--- config.mk ---
export PLATFORM = sky130hd
export DESIGN_NAME = iterative_sqrt_responder
export DESIGN_NICKNAME = d
export VERILOG_FILES = /design/src/rtl/iterative_sqrt_responder.sv
export SDC_FILE = /design/constraint.sdc
export NUM_CORES = 1
export LEC_CHECK = 0
export ABC_AREA = 1
export BUFFER_PORTS_ARGS = -buffer_cell sky130_fd_sc_hd__buf_2
export CAP_MARGIN = 40
export CORE_MARGIN = 1
export CORE_UTILIZATION = 55
export CTS_BUF_LIST = sky130_fd_sc_hd__clkbuf_8
export DETAILED_ROUTE_END_ITERATION = 7
export PLACE_DENSITY = 0.77
export SETUP_SLACK_MARGIN = 0.05
export SLEW_MARGIN = 30
export SYNTH_ARGS = -nofsm -noshare
export SYNTH_HDL_FRONTEND = slang
export SYNTH_SLANG_ARGS = --single-unit
--- constraint.sdc ---
create_clock -name clk -period 2 [get_ports clk]
set_input_delay 0.1 -clock clk [delete_from_list [all_inputs] [get_ports clk]]
set_output_delay 0.1 -clock clk [all_outputs]
set_load 0.01 [all_outputs]
--- src/rtl/iterative_sqrt_responder.sv ---
// iterative_sqrt_responder: valid/ready square-root engine.
// Computes floor(sqrt(n)) with a restoring digit-by-digit loop, one root bit per clock.
// Optional macro ISQRT_REMAINDER_EN adds output chan_rem = n - root^2.
module iterative_sqrt_responder #(
  parameter int unsigned WIDTH = 8
) (
  input  logic             clk,
  input  logic             rst_n,
  input  logic [WIDTH-1:0] chan_n,
  input  logic             chan_n_vld,
  output logic             chan_n_rdy,
  output logic [WIDTH-1:0] chan_result,
  output logic             chan_result_vld,
  input  logic             chan_result_rdy
`ifdef ISQRT_REMAINDER_EN
  ,
  output logic [WIDTH/2:0] chan_rem
`endif
);

  localparam int unsigned N    = WIDTH / 2;
  localparam int unsigned CntW = (N > 1) ? $clog2(N) : 1;

  // Odd or sub-2 widths have no meaningful root/remainder split.
  if (((WIDTH % 2) != 0) || (WIDTH < 2)) begin : g_width_check
    $error("iterative_sqrt_responder: WIDTH must be even and >= 2");
  end

  typedef enum logic [1:0] {
    StIdle,
    StCalc,
    StDone
  } state_e;

  state_e r_state;
  state_e w_state_d;

  logic [WIDTH-1:0] r_x;       // operand, consumed two bits per iteration from the top
  logic [N-1:0]     r_root;    // partial root
  logic [N+1:0]     r_rem;     // partial remainder
  logic [CntW-1:0]  r_count;   // iterations left after the current one
  logic [WIDTH-1:0] r_result;

  logic             w_load_op;
  logic             w_iter;
  logic             w_finish;
  logic             w_n_rdy;
  logic             w_res_vld;

  logic [N+3:0]     w_rem_sh;
  logic [N+3:0]     w_trial;
  logic             w_ge;
  logic [N+1:0]     w_rem_nxt;
  logic [N-1:0]     w_root_nxt;

  // One restoring iteration: bring down the next bit pair and try subtracting 4*root+1.
  always_comb begin
    w_rem_sh   = {r_rem, r_x[WIDTH-1 -: 2]};
    w_trial    = {2'b00, r_root, 2'b01};
    w_ge       = (w_rem_sh >= w_trial);
    w_rem_nxt  = (N + 2)'(w_ge ? (w_rem_sh - w_trial) : w_rem_sh);
    w_root_nxt = N'({r_root, w_ge});
  end

  // State register.
  always_ff @(posedge clk or negedge rst_n) begin
    if (!rst_n) begin
      r_state <= StIdle;
    end else begin
      r_state <= w_state_d;
    end
  end

  // Next-state and handshake decode; outputs depend on registered state only.
  always_comb begin
    w_state_d = r_state;
    w_load_op = 1'b0;
    w_iter    = 1'b0;
    w_finish  = 1'b0;
    w_n_rdy   = 1'b0;
    w_res_vld = 1'b0;
    unique case (r_state)
      StIdle: begin
        w_n_rdy = 1'b1;
        if (chan_n_vld) begin
          w_load_op = 1'b1;
          w_state_d = StCalc;
        end
      end
      StCalc: begin
        w_iter = 1'b1;
        if (r_count == '0) begin
          w_finish  = 1'b1;
          w_state_d = StDone;
        end
      end
      StDone: begin
        w_res_vld = 1'b1;
        if (chan_result_rdy) begin
          w_state_d = StIdle;
        end
      end
      default: begin
        w_state_d = StIdle;
      end
    endcase
  end

  // Iteration datapath: load on accept, step once per CALC cycle.
  always_ff @(posedge clk or negedge rst_n) begin
    if (!rst_n) begin
      r_x     <= '0;
      r_root  <= '0;
      r_rem   <= '0;
      r_count <= '0;
    end else if (w_load_op) begin
      r_x     <= chan_n;
      r_root  <= '0;
      r_rem   <= '0;
      r_count <= CntW'(N - 1);
    end else if (w_iter) begin
      r_x    <= r_x << 2;
      r_root <= w_root_nxt;
      r_rem  <= w_rem_nxt;
      if (!w_finish) begin
        r_count <= r_count - CntW'(1);
      end
    end
  end

  // Result register: loaded on the last iteration, held until the next load.
  always_ff @(posedge clk or negedge rst_n) begin
    if (!rst_n) begin
      r_result <= '0;
    end else if (w_finish) begin
      r_result <= {{(WIDTH - N){1'b0}}, w_root_nxt};
    end
  end

`ifdef ISQRT_REMAINDER_EN
  logic [N:0] r_rem_out;

  // Final remainder never exceeds 2*root, so N+1 bits hold it.
  always_ff @(posedge clk or negedge rst_n) begin
    if (!rst_n) begin
      r_rem_out <= '0;
    end else if (w_finish) begin
      r_rem_out <= w_rem_nxt[N:0];
    end
  end

  assign chan_rem = r_rem_out;
`endif

  assign chan_n_rdy      = w_n_rdy;
  assign chan_result_vld = w_res_vld;
  assign chan_result     = r_result;

endmodule

; After elaboration in Yosys (flattened, before gate mapping)
; Index checks and enable logic that the tools add are counted.
[totals]
ff_bits = 26
latch_bits = 0
mem_bits_rw = 0
romBits = 0
in_bits = 12
wordCells = 41
memories = 0
[op_classes]
addsub = 2
n_mul = 0
div_mod_pow = 0
magnitude_cmp = 1
n_eq_ne = 6
n_shift = 0
muxes = 21
bitwise_logic = 0
n_reduce_logical = 5
[op_table]
columns = op, n
row1 = 6-bit 2-to-1 mux, 3
row2 = 8-bit 2-to-1 mux, 2
row3 = 2-bit 2-to-1 mux, 6
row4 = 8-bit by 6-bit greater-or-equal comparator with 1-bit output, 1
row5 = 4-bit 2-to-1 mux, 2
row6 = 2-bit != test (second input constant), 4
row7 = 1-bit 2-to-1 mux, 7
row8 = 2-bit case mux with 3 select lines, 1
row9 = 6-bit subtractor, 1
row10 = 2-bit zero test, 2
row11 = 3-bit AND reduction, 1
row12 = 2-bit by 1-bit equality test with 1-bit output (second input constant), 1
row13 = 2-bit equality test (second input constant), 1
row14 = 2-bit AND reduction, 1
row15 = 2-bit nonzero test, 1
row16 = 2-bit by 1-bit subtractor with 2-bit output (second input constant), 1

; Logic depth before layout (Yosys ltp)
; Gate-level depths: netlist (run 1).
[depth]
word_depth = 6
mapped_depth = 11

; Worst setup path after synthesis (run 1)
; OpenSTA, ideal clock, no wires.
[synth_path]
path_kind = register to register
from = register r_root[1]
to = register r_result[0] (netlist: chan_result[0])
arrival_time_ns = 1.442
t_required_ns = 1.875
path_slack_ns = 0.434
stages_incl_launch_ff = 7
n_path_buf = 0
cell_sequence = dfrtp_1 inv_1 ha_1 or2_1 nand3_1 nand3_2 mux2_2
[synth_via]
elab_chain_len = 1
[synth_lines]
columns = item, line
row1 = from (decl), 39  ; logic [N-1:0] r_root;
row2 = from (signal assigned), 123  ; r_root <= w_root_nxt;
row3 = 8-bit by 6-bit greater-or-equal comparator with 1-bit output, 60  ; w_ge = (w_rem_sh >= w_trial);
row4 = to (signal assigned), 136  ; r_result <= {{(WIDTH - N){1'b0}}, w_root_nxt};
row5 = to (decl), 42  ; logic [WIDTH-1:0] r_result;
; No other way between the ends.
; A chain may end at the register's enable or synchronous reset.

; Final worst setup path (run 1)
; Ends and elaborated chain as after synthesis.

==> report_table.html, run 1 <==
<table>
<tr><th>Metric</th><th>Value</th></tr>
<tr><th colspan="2">Outcome</th></tr>
<tr><td>Result of the run</td><td>finished clean</td></tr>
<tr><th colspan="2">Timing</th></tr>
<tr><td>PnR worst setup slack</td><td>259 ps</td></tr>
<tr><td>Unrepaired setup endpoints after global routing</td><td>false</td></tr>
<tr><td>Fin crit share</td><td>87.1%</td></tr>
<tr><td>Slew at the pin with the worst max-slew slack</td><td>569 ps</td></tr>
<tr><td>Slew Viols, Final</td><td>0</td></tr>
<tr><td>Max Freq</td><td>0.574 GHz</td></tr>
<tr><td>Post-Route Skew</td><td>around 5.9 ps</td></tr>
<tr><td>Shortest period the worst path allows</td><td>roughly 1700 ps</td></tr>
<tr><td>Final number of setup-violating endpoints</td><td>0</td></tr>
<tr><td>Final-report hold violation count</td><td>0</td></tr>
<tr><td>Total negative slack for setup checks</td><td>0 ps</td></tr>
<tr><td>Tightest slew margin relative to the limit</td><td>just over 60%</td></tr>
<tr><td>Hold slack</td><td>42.4 ps</td></tr>
<tr><th colspan="2">Synth</th></tr>
<tr><td>Combinational family with the most area after synthesis</td><td>simple AND/OR/NAND/NOR gates</td></tr>
<tr><td>Multiplexer fraction of the synthesized cell area</td><td>0.771%</td></tr>
<tr><td>Synth cell types</td><td>27</td></tr>
<tr><td>Top cell type's share of synthesized area</td><td>44.6%</td></tr>
<tr><td>Post-Synth Simple-Gate Area</td><td>27.2%</td></tr>
<tr><td>Number of synthesized register bits</td><td>26</td></tr>
<tr><td>Yosys warnings</td><td>0</td></tr>
<tr><td>Cell area after synthesis</td><td>0.00146 mm2</td></tr>
<tr><td>Mean Syn Cell Area</td><td>8.25 um2</td></tr>
<tr><td>Sequential area share after synthesis</td><td>44.6%</td></tr>
<tr><td>XOR/XNOR share of the synthesized area</td><td>0%</td></tr>
<tr><td>Syn Inst Count</td><td>177</td></tr>
<tr><td>Library cell with the largest summed area after synthesis</td><td>dfrtp_1</td></tr>
<tr><td>Dominant cells by area after synthesis</td><td>dfrtp_1 45%, nand2_1 13%, inv_1 6.2%</td></tr>
<tr><td>Share of synthesized cell area in full adder, half adder and majority cells</td><td>about 6.0%</td></tr>
<tr><td>Synthesized-area fraction occupied by ao, oa, aoi and oai cells</td><td>10.6%</td></tr>
<tr><th colspan="2">GRT</th></tr>
<tr><td>Wire length of the first global-routing pass</td><td>4780 um</td></tr>
<tr><td>GRT Util Overall</td><td>23.5%</td></tr>
<tr><td>Maximum number of pins on one net before global-route repair</td><td>27</td></tr>
<tr><td>Number of antenna violations at the first check in global routing</td><td>0</td></tr>
<tr><td>Vias in the first global route</td><td>1,106</td></tr>
<tr><td>GR Overflow Total</td><td>0</td></tr>
<tr><th colspan="2">Final layout</th></tr>
<tr><td>Post-Layout Cell Count</td><td>228</td></tr>
<tr><td>Diode count</td><td>0</td></tr>
<tr><td>Post-synthesis to final-layout area growth</td><td>11.1%</td></tr>
<tr><td>Ratio of cells with drive above 1 in the final layout</td><td>16.2%</td></tr>
<tr><td>Number of nets at the end of the flow</td><td>219</td></tr>
<tr><th colspan="2">CTS</th></tr>
<tr><td>Clock tree from TritonCTS</td><td>done</td></tr>
<tr><td>Bufs on Longest Clock Path</td><td>2</td></tr>
<tr><td>Clock-pin slew reported for the worst setup and hold paths after clock tree synthesis</td><td>80 ps</td></tr>
<tr><td>Clock latency reported for the late side of the worst-skew pair</td><td>270 ps</td></tr>
<tr><td>CTS Root Buffer Type</td><td>clkbuf_8</td></tr>
<tr><td>CTS sink count</td><td>26</td></tr>
<tr><td>Number of clock buffers inserted by TritonCTS</td><td>3</td></tr>
<tr><td>Buffers inserted during post-CTS setup optimization</td><td>0</td></tr>
<tr><td>Depth of the CTS H-tree</td><td>1</td></tr>
<tr><th colspan="2">Power and ir drop</th></tr>
<tr><td>Static leakage</td><td>just under 0.9 nW</td></tr>
<tr><td>Highest ir drop seen on vdd</td><td>1090 uV</td></tr>
<tr><td>Power per standard cell area</td><td>1910 mW/mm2</td></tr>
<tr><td>Post-layout total power</td><td>0.00310 W</td></tr>
<tr><th colspan="2">Die</th></tr>
<tr><td>Core area</td><td>0.00250 mm2</td></tr>
<tr><td>I/O pin total</td><td>22</td></tr>
<tr><td>Rows</td><td>18</td></tr>
<tr><td>DIE WIDTH</td><td>53.5 um</td></tr>
<tr><td>Floorplan die area</td><td>~0.0029 mm2</td></tr>
<tr><td>Initial Utilization</td><td>between 50% and 60%</td></tr>
<tr><td>Die Height</td><td>about 54 um</td></tr>
<tr><th colspan="2">Worst hold path</th></tr>
<tr><td>Worst hold-check path type</td><td>input port to flop</td></tr>
<tr><th colspan="2">Critical path</th></tr>
<tr><td>Crit start category</td><td>flop</td></tr>
<tr><td>Kind of end point of the critical path</td><td>flop</td></tr>
<tr><td>Largest driver fanout on the critical path</td><td>8</td></tr>
<tr><td>Crit path kind</td><td>flop to flop</td></tr>
<tr><td>Worst endpoint data arrival time</td><td>1900 ps</td></tr>
<tr><td>Required @ worst endpoint</td><td>~2200 ps</td></tr>
<tr><th colspan="2">Placement</th></tr>
<tr><td>Placed instance count</td><td>223</td></tr>
<tr><td>Post-detailed-placement half-perimeter wirelength</td><td>around 2200 um</td></tr>
<tr><td>Port Buf Inserts</td><td>17</td></tr>
<tr><td>GPL Wtd Cong</td><td>0.989</td></tr>
<tr><td>Minimum setup slack after placement</td><td>304 ps</td></tr>
<tr><th colspan="2">Drt</th></tr>
<tr><td>Number of nets still failing antenna checks after routing</td><td>0</td></tr>
<tr><td>DR pass1 iterations</td><td>4</td></tr>
<tr><td>Detailed-route vias per instance</td><td>5.35</td></tr>
<tr><td>Routed length per instance</td><td>12.7 um</td></tr>
<tr><td>Total wire length after detailed routing</td><td>2900 um</td></tr>
<tr><td>Total via count after detailed routing</td><td>1,219</td></tr>
<tr><td>Starting DRC count in detailed routing</td><td>32</td></tr>
<tr><td>Count of unresolved DRC violations after routing</td><td>0</td></tr>
<tr><th colspan="2">Flow run</th></tr>
<tr><td>Max-capacitance violation count</td><td>0</td></tr>
</table>
## cell usage after synthesis
| cell type | instances |
|---|---|
| a21o_1 | 1 |
| nand3_2 | 1 |
| conb_1 | 1 |
| nand2_2 | 1 |
| clkinv_1 | 1 |
| nand3b_1 | 5 |
| nor2_8 | 1 |
| inv_2 | 3 |
| a21oi_2 | 1 |
| dfrtp_1 | 26 |
| o221ai_1 | 6 |
| o22ai_1 | 3 |
| buf_4 | 5 |
| mux2_2 | 1 |
| a21oi_1 | 3 |
| buf_6 | 1 |
| o21ai_0 | 8 |
| nor2_1 | 5 |
| nand3_1 | 15 |
| or2_1 | 1 |
| o31ai_1 | 1 |
| nand2_1 | 52 |
| ha_1 | 7 |
| inv_1 | 24 |
| nand4_1 | 1 |
| o21ai_1 | 1 |
| nor2_4 | 2 |
## layout by cell type (no fill, tap or decap), drive strengths merged
master	n
o31ai	1
o221ai	6
buf	19
dfrtp	26
dlygate4sd3	2
conb	4
nand3	16
o22ai	3
a21oi	4
a21o	1
nand3b	5
ha	7
clkinv	1
clkbuf	3
nor2	8
o21ai	9
mux2	1
nand2	53
inv	27
or2	1
nand4	1
## cells by family (layout without fill, tap and decap cells)
kind of cell	Yosys count	after routing
simple gates	84	84
buf+inv	34	52
flops	26	26
compound gates	24	24
fa+ha+maj	7	7
other cells	1	4
mux	1	1
## worst max-delay path, cell delays in order, from the launching register on
cell and delay, ps:
dfrtp_1 360, inv_1 110, ha_1 320, or2_1 270
nand3_1 100, nand3_2 160, mux2_2 310
## where the power goes
part	switching (W)	internal [W]	total, W
clock	0.000151	0.000135	0.000286
combinational	0.00118	0.000709	0.00189
sequential	0.000141	0.000784	0.000924
## timing repair
item,in CTS,in global routing
resized for setup,0,0
hold endpoints to repair,26,1
hold buffers,1,1
## area by class of cell
cell class / count / area, um2
Clock buffer: 3 / 41.3
Fill cell: 231 / 878
Inverter: 28 / 105
Multi-Input combinational cell: 120 / 667
Sequential cell: 26 / 651
Tap cell: 30 / 37.5
Timing Repair Buffer: 21 / 120
## routing by layer
metal	global-route usage (%)	routed length, um	part of all wire [%]
met5	0	0	0
met4	8.33	53	1.8
met3	3.45	135	4.7
met2	40.0	1420	49
met1	30.2	1300	45
## metrics by stage
stage          utilization (%)  area (um2)
2_1_floorplan                -        1470
3_3_place_gp              62.4        1560
3_5_place_dp              62.4        1560
4_1_cts                   64.5        1610
5_1_grt                   64.9        1620
6_report                  64.9        1620
## registers in the layout, indices dropped and copies added, names as in the netlist
signal	cells
r_state	2
r_rem	6
chan_result	4
r_x	8
r_count	2
r_root	4
## path summary, 6_finish.rpt
path                       slack [ps]  cells past startpoint  startpoint        endpoint
min                                40                      3   chan_n[5]          r_x[5]
max                               260                      6   r_root[1]  chan_result[0]
max reg2reg                       260                      6   r_root[1]  chan_result[0]
min in group asynchronous         390                      2       rst_n      r_count[0]
min reg2reg                       490                      2    r_rem[5]        r_rem[5]
max in group asynchronous        1230                      2       rst_n        r_rem[5]
Power figures use the tool's default switching activity.
==> inputs of run 2 (changes only) <==
- CORE_MARGIN: 1 -> default
- HOLD_SLACK_MARGIN: default -> 0.15
==> run 2 against run 1 <==
Compared with the run above:
- sequential share of layout area is 2.1 points lower
- non-clock buffer count is 9 higher
- sequential cell count unchanged
==> report_table.html, run 2 (synthesis gave the netlist of run 1 again) <==
<table>
<tr><th>Metric</th><th>Value</th></tr>
<tr><th colspan="2">Die</th></tr>
<tr><td>Die Height</td><td>between 50 and 60 um</td></tr>
<tr><td>Initial Utilization</td><td>58.4%</td></tr>
<tr><td>Core area</td><td>0.00250 mm2</td></tr>
<tr><td>I/O pin total</td><td>22</td></tr>
<tr><td>Floorplan die area</td><td>between 0.002 and 0.003 mm2</td></tr>
<tr><td>DIE WIDTH</td><td>53.5 um</td></tr>
<tr><td>Rows</td><td>18</td></tr>
<tr><th colspan="2">Timing</th></tr>
<tr><td>Total negative slack for setup checks</td><td>0 ps</td></tr>
<tr><td>Post-Route Skew</td><td>6.26 ps</td></tr>
<tr><td>Final number of setup-violating endpoints</td><td>0</td></tr>
<tr><td>Unrepaired setup endpoints after global routing</td><td>false</td></tr>
<tr><td>Slew Viols, Final</td><td>0</td></tr>
<tr><td>Max Freq</td><td>about 0.58 GHz</td></tr>
<tr><td>Slew at the pin with the worst max-slew slack</td><td>572 ps</td></tr>
<tr><td>Fin crit share</td><td>86.9%</td></tr>
<tr><td>Tightest slew margin relative to the limit</td><td>between 60% and 70%</td></tr>
<tr><td>Final-report hold violation count</td><td>0</td></tr>
<tr><td>Shortest period the worst path allows</td><td>1740 ps</td></tr>
<tr><th colspan="2">Power and ir drop</th></tr>
<tr><td>Post-layout total power</td><td>0.00313 W</td></tr>
<tr><td>Power per standard cell area</td><td>about 1800 mW/mm2</td></tr>
<tr><td>Highest ir drop seen on vdd</td><td>1040 uV</td></tr>
<tr><td>Static leakage</td><td>0.905 nW</td></tr>
<tr><th colspan="2">Final layout</th></tr>
<tr><td>Largest registers in the final layout</td><td>r_x x8, r_rem x6</td></tr>
<tr><td>Post-Layout Cell Count</td><td>around 240</td></tr>
<tr><td>FILL cells</td><td>211</td></tr>
<tr><td>Post-synthesis to final-layout area growth</td><td>17.2%</td></tr>
<tr><td>Highest-count cells in the layout ignoring fill and taps</td><td>52 x nand2_1, 26 x dfrtp_1, 24 x inv_1</td></tr>
<tr><td>Largest register by flop count</td><td>r_x</td></tr>
<tr><td>Number of nets at the end of the flow</td><td>228</td></tr>
<tr><td>Number of flip-flops under the largest register name</td><td>8</td></tr>
<tr><td>Leading cell type in the layout, fill and taps excluded</td><td>nand2_1</td></tr>
<tr><td>Diode count</td><td>0</td></tr>
<tr><td>Ratio of cells with drive above 1 in the final layout</td><td>15.5%</td></tr>
<tr><th colspan="2">Drt</th></tr>
<tr><td>Total wire length after detailed routing</td><td>3090 um</td></tr>
<tr><td>Routed length per instance</td><td>between 10 and 15 um</td></tr>
<tr><td>DR pass1 iterations</td><td>4</td></tr>
<tr><td>Total via count after detailed routing</td><td>~1,300</td></tr>
<tr><td>Detailed-route vias per instance</td><td>5.36</td></tr>
<tr><td>Count of unresolved DRC violations after routing</td><td>0</td></tr>
<tr><td>Starting DRC count in detailed routing</td><td>26</td></tr>
<tr><td>Number of nets still failing antenna checks after routing</td><td>0</td></tr>
<tr><th colspan="2">CTS</th></tr>
<tr><td>Depth of the CTS H-tree</td><td>1</td></tr>
<tr><td>Clock tree from TritonCTS</td><td>done</td></tr>
<tr><td>CTS Root Buffer Type</td><td>clkbuf_8</td></tr>
<tr><td>Number of clock buffers inserted by TritonCTS</td><td>3</td></tr>
<tr><td>Clock latency reported for the late side of the worst-skew pair</td><td>about 270 ps</td></tr>
<tr><td>CTS sink count</td><td>26</td></tr>
<tr><td>Bufs on Longest Clock Path</td><td>2</td></tr>
<tr><td>Clock-pin slew reported for the worst setup and hold paths after clock tree synthesis</td><td>roughly 90 ps</td></tr>
<tr><th colspan="2">Flow run</th></tr>
<tr><td>Max-capacitance violation count</td><td>0</td></tr>
<tr><th colspan="2">Critical path</th></tr>
<tr><td>Largest driver fanout on the critical path</td><td>8</td></tr>
<tr><td>Crit path kind</td><td>flop to flop</td></tr>
<tr><td>Launching instance or port of the critical path</td><td>r_root[1]</td></tr>
<tr><td>Required @ worst endpoint</td><td>2160 ps</td></tr>
<tr><td>Kind of end point of the critical path</td><td>flop</td></tr>
<tr><td>Critical register-to-register path startpoint</td><td>r_root[1]</td></tr>
<tr><td>Worst endpoint data arrival time</td><td>between 1500 and 2000 ps</td></tr>
<tr><td>Crit start category</td><td>flop</td></tr>
<tr><th colspan="2">GRT</th></tr>
<tr><td>Wire length of the first global-routing pass</td><td>5100 um</td></tr>
<tr><td>Vias in the first global route</td><td>approximately 1,200</td></tr>
<tr><td>GRT Util Overall</td><td>about a quarter</td></tr>
<tr><td>Maximum number of pins on one net before global-route repair</td><td>27</td></tr>
<tr><td>GR Overflow Total</td><td>0</td></tr>
<tr><td>Number of antenna violations at the first check in global routing</td><td>0</td></tr>
<tr><th colspan="2">Placement</th></tr>
<tr><td>Post-detailed-placement half-perimeter wirelength</td><td>2190 um</td></tr>
<tr><td>Placed instance count</td><td>223</td></tr>
<tr><td>GPL Wtd Cong</td><td>0.989</td></tr>
<tr><td>Port Buf Inserts</td><td>17</td></tr>
<tr><th colspan="2">Worst hold path</th></tr>
<tr><td>Worst hold-check path type</td><td>input port to async pin</td></tr>
<tr><th colspan="2">Outcome</th></tr>
<tr><td>Result of the run</td><td>finished clean</td></tr>
</table>
## run 2: critical path: stages, from the launching register on
cell,delay [ps]
dfrtp_1,360
inv_1,110
ha_1,320
or2_1,270
nand3_1,100
nand3_2,150
mux2_2,310
## run 2: power by group
part	total (W)	leakage [nW]	switching (W)	internal, W
registers	0.000926	0.323	0.000143	0.000784
logic	0.00191	0.560	0.00119	0.000721
clock network	0.000288	0.0216	0.000154	0.000135
total	0.00313	0.905	0.00149	0.00164
## run 2: repair_timing
action	in CTS	in global routing
hold buffers	11	0
hold endpoints to repair	36	0
setup buffers	0	0
gates resized for setup	0	0
## run 2: stage by stage
step / util, % / instance area, um2 / hold WS (ps) / setup WS [ps]
floorplan: - / 1470 / -196 / 434
finish: 68.5 / 1710 / 390 / 263
global placement: 62.4 / 1560 / 117 / 352
global route: 68.5 / 1710 / 439 / 128
detailed placement: 62.4 / 1560 / 126 / 304
CTS: 68.5 / 1710 / 378 / 286
## run 2: worst paths after layout
check	endpoint	slack, ps	depth (start not counted)
worst max-delay path	chan_result[0]	260	6
worst min-delay path	r_count[0]	390	2
worst max register to register	chan_result[0]	260	6
worst min register to register	r_rem[5]	490	2
max in group asynchronous	r_rem[5]	1230	2
min in group clk	r_rem[5]	490	2
## run 2: layer usage
layer / GRT usage, % / part of all wire (%) / vias up
li1: - / - / 626
met1: 31.5 / 43 / 603
met2: 44.0 / 51 / 35
met3: 3.45 / 4.2 / 6
met4: 8.33 / 1.7 / 0
met5: 0 / 0 / -
## run 2: layout make-up
cell class / count / area [um2] / share of cell area [%]
Clock buffer: 3 / 41.3 / 2.41
Inverter: 28 / 105 / 6.14
Multi-Input combinational cell: 120 / 667 / 39.0
Sequential cell: 26 / 651 / 38.0
Tap cell: 30 / 37.5 / 2.19
Timing Repair Buffer: 30 / 210 / 12.3
==> inputs of run 3 (changes only) <==
- CORE_ASPECT_RATIO: default -> 1.1
==> run 3 against run 2 <==
Compared with the run above:
- utilization grew 1.4 points
- register-to-register slack is essentially flat
- sequential power grew 0.9%
- routed wire length grew 3.5%
- critical endpoint unchanged
==> report_table.html, run 3 (synthesis gave the netlist of run 1 again) <==
<table>
<tr><th>Metric</th><th>Value</th></tr>
<tr><th colspan="2">Final layout</th></tr>
<tr><td>Layout Cell Area excl Fill</td><td>0.00174 mm2</td></tr>
<tr><td>Multi-input gate area in the final layout</td><td>667 um2</td></tr>
<tr><td>Leading cell type in the layout, fill and taps excluded</td><td>nand2_1</td></tr>
<tr><td>FILL cells</td><td>199</td></tr>
<tr><td>Number of nets at the end of the flow</td><td>228</td></tr>
<tr><td>Sequential cell area in the final layout</td><td>651 um2</td></tr>
<tr><td>Largest registers in the final layout</td><td>r_x x8, r_rem x6</td></tr>
<tr><td>Ratio of cells with drive above 1 in the final layout</td><td>15.9%</td></tr>
<tr><td>Highest-count cells in the layout ignoring fill and taps</td><td>52 x nand2_1, 26 x dfrtp_1, 24 x inv_1</td></tr>
<tr><td>Largest register by flop count</td><td>r_x</td></tr>
<tr><td>Post-synthesis to final-layout area growth</td><td>19.4%</td></tr>
<tr><td>Number of flip-flops under the largest register name</td><td>8</td></tr>
<tr><td>Diode count</td><td>0</td></tr>
<tr><th colspan="2">Critical path</th></tr>
<tr><td>Largest driver fanout on the critical path</td><td>8</td></tr>
<tr><td>Delay of the slowest cell on the worst path</td><td>370 ps</td></tr>
<tr><td>Critical register-to-register path startpoint</td><td>r_root[1]</td></tr>
<tr><td>Required @ worst endpoint</td><td>2160 ps</td></tr>
<tr><td>Worst endpoint data arrival time</td><td>1880 ps</td></tr>
<tr><td>Cell-by-cell listing of the critical path</td><td>inv_1 &gt; ha_1 &gt; or2_1 &gt; nand3_1 &gt; nand3_2 &gt; mux2_2</td></tr>
<tr><td>Cell with the biggest individual delay on the critical path</td><td>dfrtp_1</td></tr>
<tr><td>CP top delay family</td><td>simple AND/OR/NAND/NOR gates</td></tr>
<tr><td>Kind of end point of the critical path</td><td>flop</td></tr>
<tr><td>Setup slack of the worst register-to-register path</td><td>about 280 ps</td></tr>
<tr><td>Crit path kind</td><td>flop to flop</td></tr>
<tr><td>Worst Reg2Reg Path Length in Cells</td><td>6</td></tr>
<tr><td>Reg-to-reg endpoint</td><td>chan_result[0]</td></tr>
<tr><td>Critical path buffers and inverters</td><td>1</td></tr>
<tr><td>Crit start category</td><td>flop</td></tr>
<tr><th colspan="2">Timing</th></tr>
<tr><td>Final-report hold violation count</td><td>0</td></tr>
<tr><td>Total negative slack for setup checks</td><td>0 ps</td></tr>
<tr><td>Fin crit share</td><td>a little under nine tenths</td></tr>
<tr><td>Hold slack</td><td>375 ps</td></tr>
<tr><td>Slew at the pin with the worst max-slew slack</td><td>just under 600 ps</td></tr>
<tr><td>Tightest slew margin relative to the limit</td><td>61.6%</td></tr>
<tr><td>Final number of setup-violating endpoints</td><td>0</td></tr>
<tr><td>Post-Route Skew</td><td>~1.7 ps</td></tr>
<tr><td>Shortest period the worst path allows</td><td>1720 ps</td></tr>
<tr><td>Unrepaired setup endpoints after global routing</td><td>false</td></tr>
<tr><td>Slew Viols, Final</td><td>0</td></tr>
<tr><td>PnR worst setup slack</td><td>276 ps</td></tr>
<tr><td>Max Freq</td><td>0.580 GHz</td></tr>
<tr><th colspan="2">Drt</th></tr>
<tr><td>Starting DRC count in detailed routing</td><td>33</td></tr>
<tr><td>Total via count after detailed routing</td><td>1,273</td></tr>
<tr><td>Detailed-route vias per instance</td><td>5.33</td></tr>
<tr><td>DR pass1 iterations</td><td>6</td></tr>
<tr><td>Total wire length after detailed routing</td><td>around 3200 um</td></tr>
<tr><td>Number of nets still failing antenna checks after routing</td><td>0</td></tr>
<tr><td>Count of unresolved DRC violations after routing</td><td>0</td></tr>
<tr><td>Routed length per instance</td><td>between 10 and 15 um</td></tr>
<tr><th colspan="2">Power and ir drop</th></tr>
<tr><td>Static leakage</td><td>0.919 nW</td></tr>
<tr><td>Internal power summed over all cells</td><td>0.00177 W</td></tr>
<tr><td>Power per standard cell area</td><td>~1900 mW/mm2</td></tr>
<tr><td>Sequential share of power</td><td>28.4%</td></tr>
<tr><td>Fraction of power spent switching nets</td><td>46.2%</td></tr>
<tr><td>Highest ir drop seen on vdd</td><td>around 1300 uV</td></tr>
<tr><td>Comb power frac</td><td>58.5%</td></tr>
<tr><td>Switching component of the power</td><td>0.00152 W</td></tr>
<tr><td>Clock Power Share</td><td>13.1%</td></tr>
<tr><th colspan="2">Flow run</th></tr>
<tr><td>Max-capacitance violation count</td><td>0</td></tr>
<tr><th colspan="2">Placement</th></tr>
<tr><td>Minimum setup slack after placement</td><td>293 ps</td></tr>
<tr><td>GPL Wtd Cong</td><td>0.924</td></tr>
<tr><td>Placed standard-cell area</td><td>0.00156 mm2</td></tr>
<tr><td>Post-detailed-placement half-perimeter wirelength</td><td>between 2000 and 2500 um</td></tr>
<tr><td>Port Buf Inserts</td><td>17</td></tr>
<tr><th colspan="2">Outcome</th></tr>
<tr><td>Result of the run</td><td>finished clean</td></tr>
<tr><th colspan="2">CTS</th></tr>
<tr><td>Clock latency reported for the late side of the worst-skew pair</td><td>about 260 ps</td></tr>
<tr><td>Buffers inserted during post-CTS setup optimization</td><td>0</td></tr>
<tr><td>Post-cts hold buffer count</td><td>11</td></tr>
<tr><td>Clock tree from TritonCTS</td><td>done</td></tr>
<tr><td>Depth of the CTS H-tree</td><td>1</td></tr>
<tr><td>Number of gates resized after CTS</td><td>0</td></tr>
<tr><td>Clock-pin slew reported for the worst setup and hold paths after clock tree synthesis</td><td>90 ps</td></tr>
<tr><td>Number of clock buffers inserted by TritonCTS</td><td>3</td></tr>
<tr><td>CTS sink count</td><td>26</td></tr>
<tr><td>CTS Root Buffer Type</td><td>clkbuf_8</td></tr>
<tr><td>Bufs on Longest Clock Path</td><td>2</td></tr>
<tr><th colspan="2">GRT</th></tr>
<tr><td>GRT Util Overall</td><td>about 26%</td></tr>
<tr><td>Busiest layer in global routing</td><td>met2</td></tr>
<tr><td>Number of antenna violations at the first check in global routing</td><td>0</td></tr>
<tr><td>Vias in the first global route</td><td>1,288</td></tr>
<tr><td>GR Overflow Total</td><td>0</td></tr>
<tr><td>Fraction of met3 tracks used by global routing</td><td>2.19%</td></tr>
<tr><td>GR Layer Usage met2</td><td>roughly 45%</td></tr>
<tr><td>Maximum number of pins on one net before global-route repair</td><td>27</td></tr>
<tr><td>Wire length of the first global-routing pass</td><td>5530 um</td></tr>
<tr><td>Met1 Resource Use GR</td><td>32.7%</td></tr>
<tr><th colspan="2">Die</th></tr>
<tr><td>Die Height</td><td>56.0 um</td></tr>
<tr><td>Rows</td><td>19</td></tr>
<tr><td>I/O pin total</td><td>22</td></tr>
<tr><td>Floorplan die area</td><td>0.00287 mm2</td></tr>
<tr><td>DIE WIDTH</td><td>51.1 um</td></tr>
<tr><td>Core area</td><td>0.00250 mm2</td></tr>
<tr><td>Initial Utilization</td><td>58.5%</td></tr>
<tr><th colspan="2">Worst hold path</th></tr>
<tr><td>Worst hold-check path type</td><td>input port to async pin</td></tr>
</table>
-- run 3: cell types whose count changed in the layout (fill, tap and decap cells not counted) --
cell,before,now
bufinv_16,0,1
-- run 3: how the worst max path moves through the flow --
| stage | start | to | slack (ps) | cells past startpoint |
|---|---|---|---|---|
| 6_report | r_root[1] | chan_result[0] | 280 | 6 |
| 3_3_place_gp | r_root[1] | chan_result[0] | 340 | 6 |
| 3_5_place_dp | r_root[1] | chan_result[0] | 290 | 6 |
| 2_1_floorplan | r_root[1] | chan_result[0] | 430 | 6 |
| 4_1_cts | r_root[1] | chan_result[0] | 270 | 6 |
| 5_1_grt | r_root[2] | r_rem[5] | 90 | 9 |
-- run 3: per-layer routing --
metal | wire length, um | part of all wire, %
met1 | 1390 | 44
met2 | 1680 | 52
met3 | 84 | 2.6
met4 | 42 | 1.3
met5 | 0 | 0
-- run 3: power by group through the flow --
stage / registers (W) / logic [W] / clock network, W
after global routing: 0.000956 / 0.00219 / 0.000461
final: 0.000934 / 0.00192 / 0.000430
after global placement: 0.000926 / 0.00181 / 0
after detailed placement: 0.000942 / 0.00188 / 0
after floorplan: 0.000915 / 0.00147 / 0
after CTS: 0.000933 / 0.00191 / 0.000441
-- run 3: per-stage QoR --
stage	utilization (%)	power, W	std cells
6_report	69.8	0.00329	239
5_1_grt	69.8	0.00360	239
4_1_cts	69.8	0.00329	239
3_5_place_dp	62.6	0.00282	224
3_3_place_gp	62.6	0.00274	224
2_1_floorplan	-	0.00238	180
-- run 3: cell type report --
class                   count  share of cell area, %
clock buffers               3                   2.37
clock inverters             1                   1.72
inverters                  28                   6.03
multi-input cells         120                   38.3
flip-flops and latches     26                   37.3
well taps                  31                   2.23
repair buffers             30                   12.1
-- run 3: worst reg2reg max path, cell delays in order (launching register included) --
cell and delay, ps:
dfrtp_1 370, inv_1 110, ha_1 320, or2_1 270, nand3_1 100, nand3_2 150, mux2_2 300
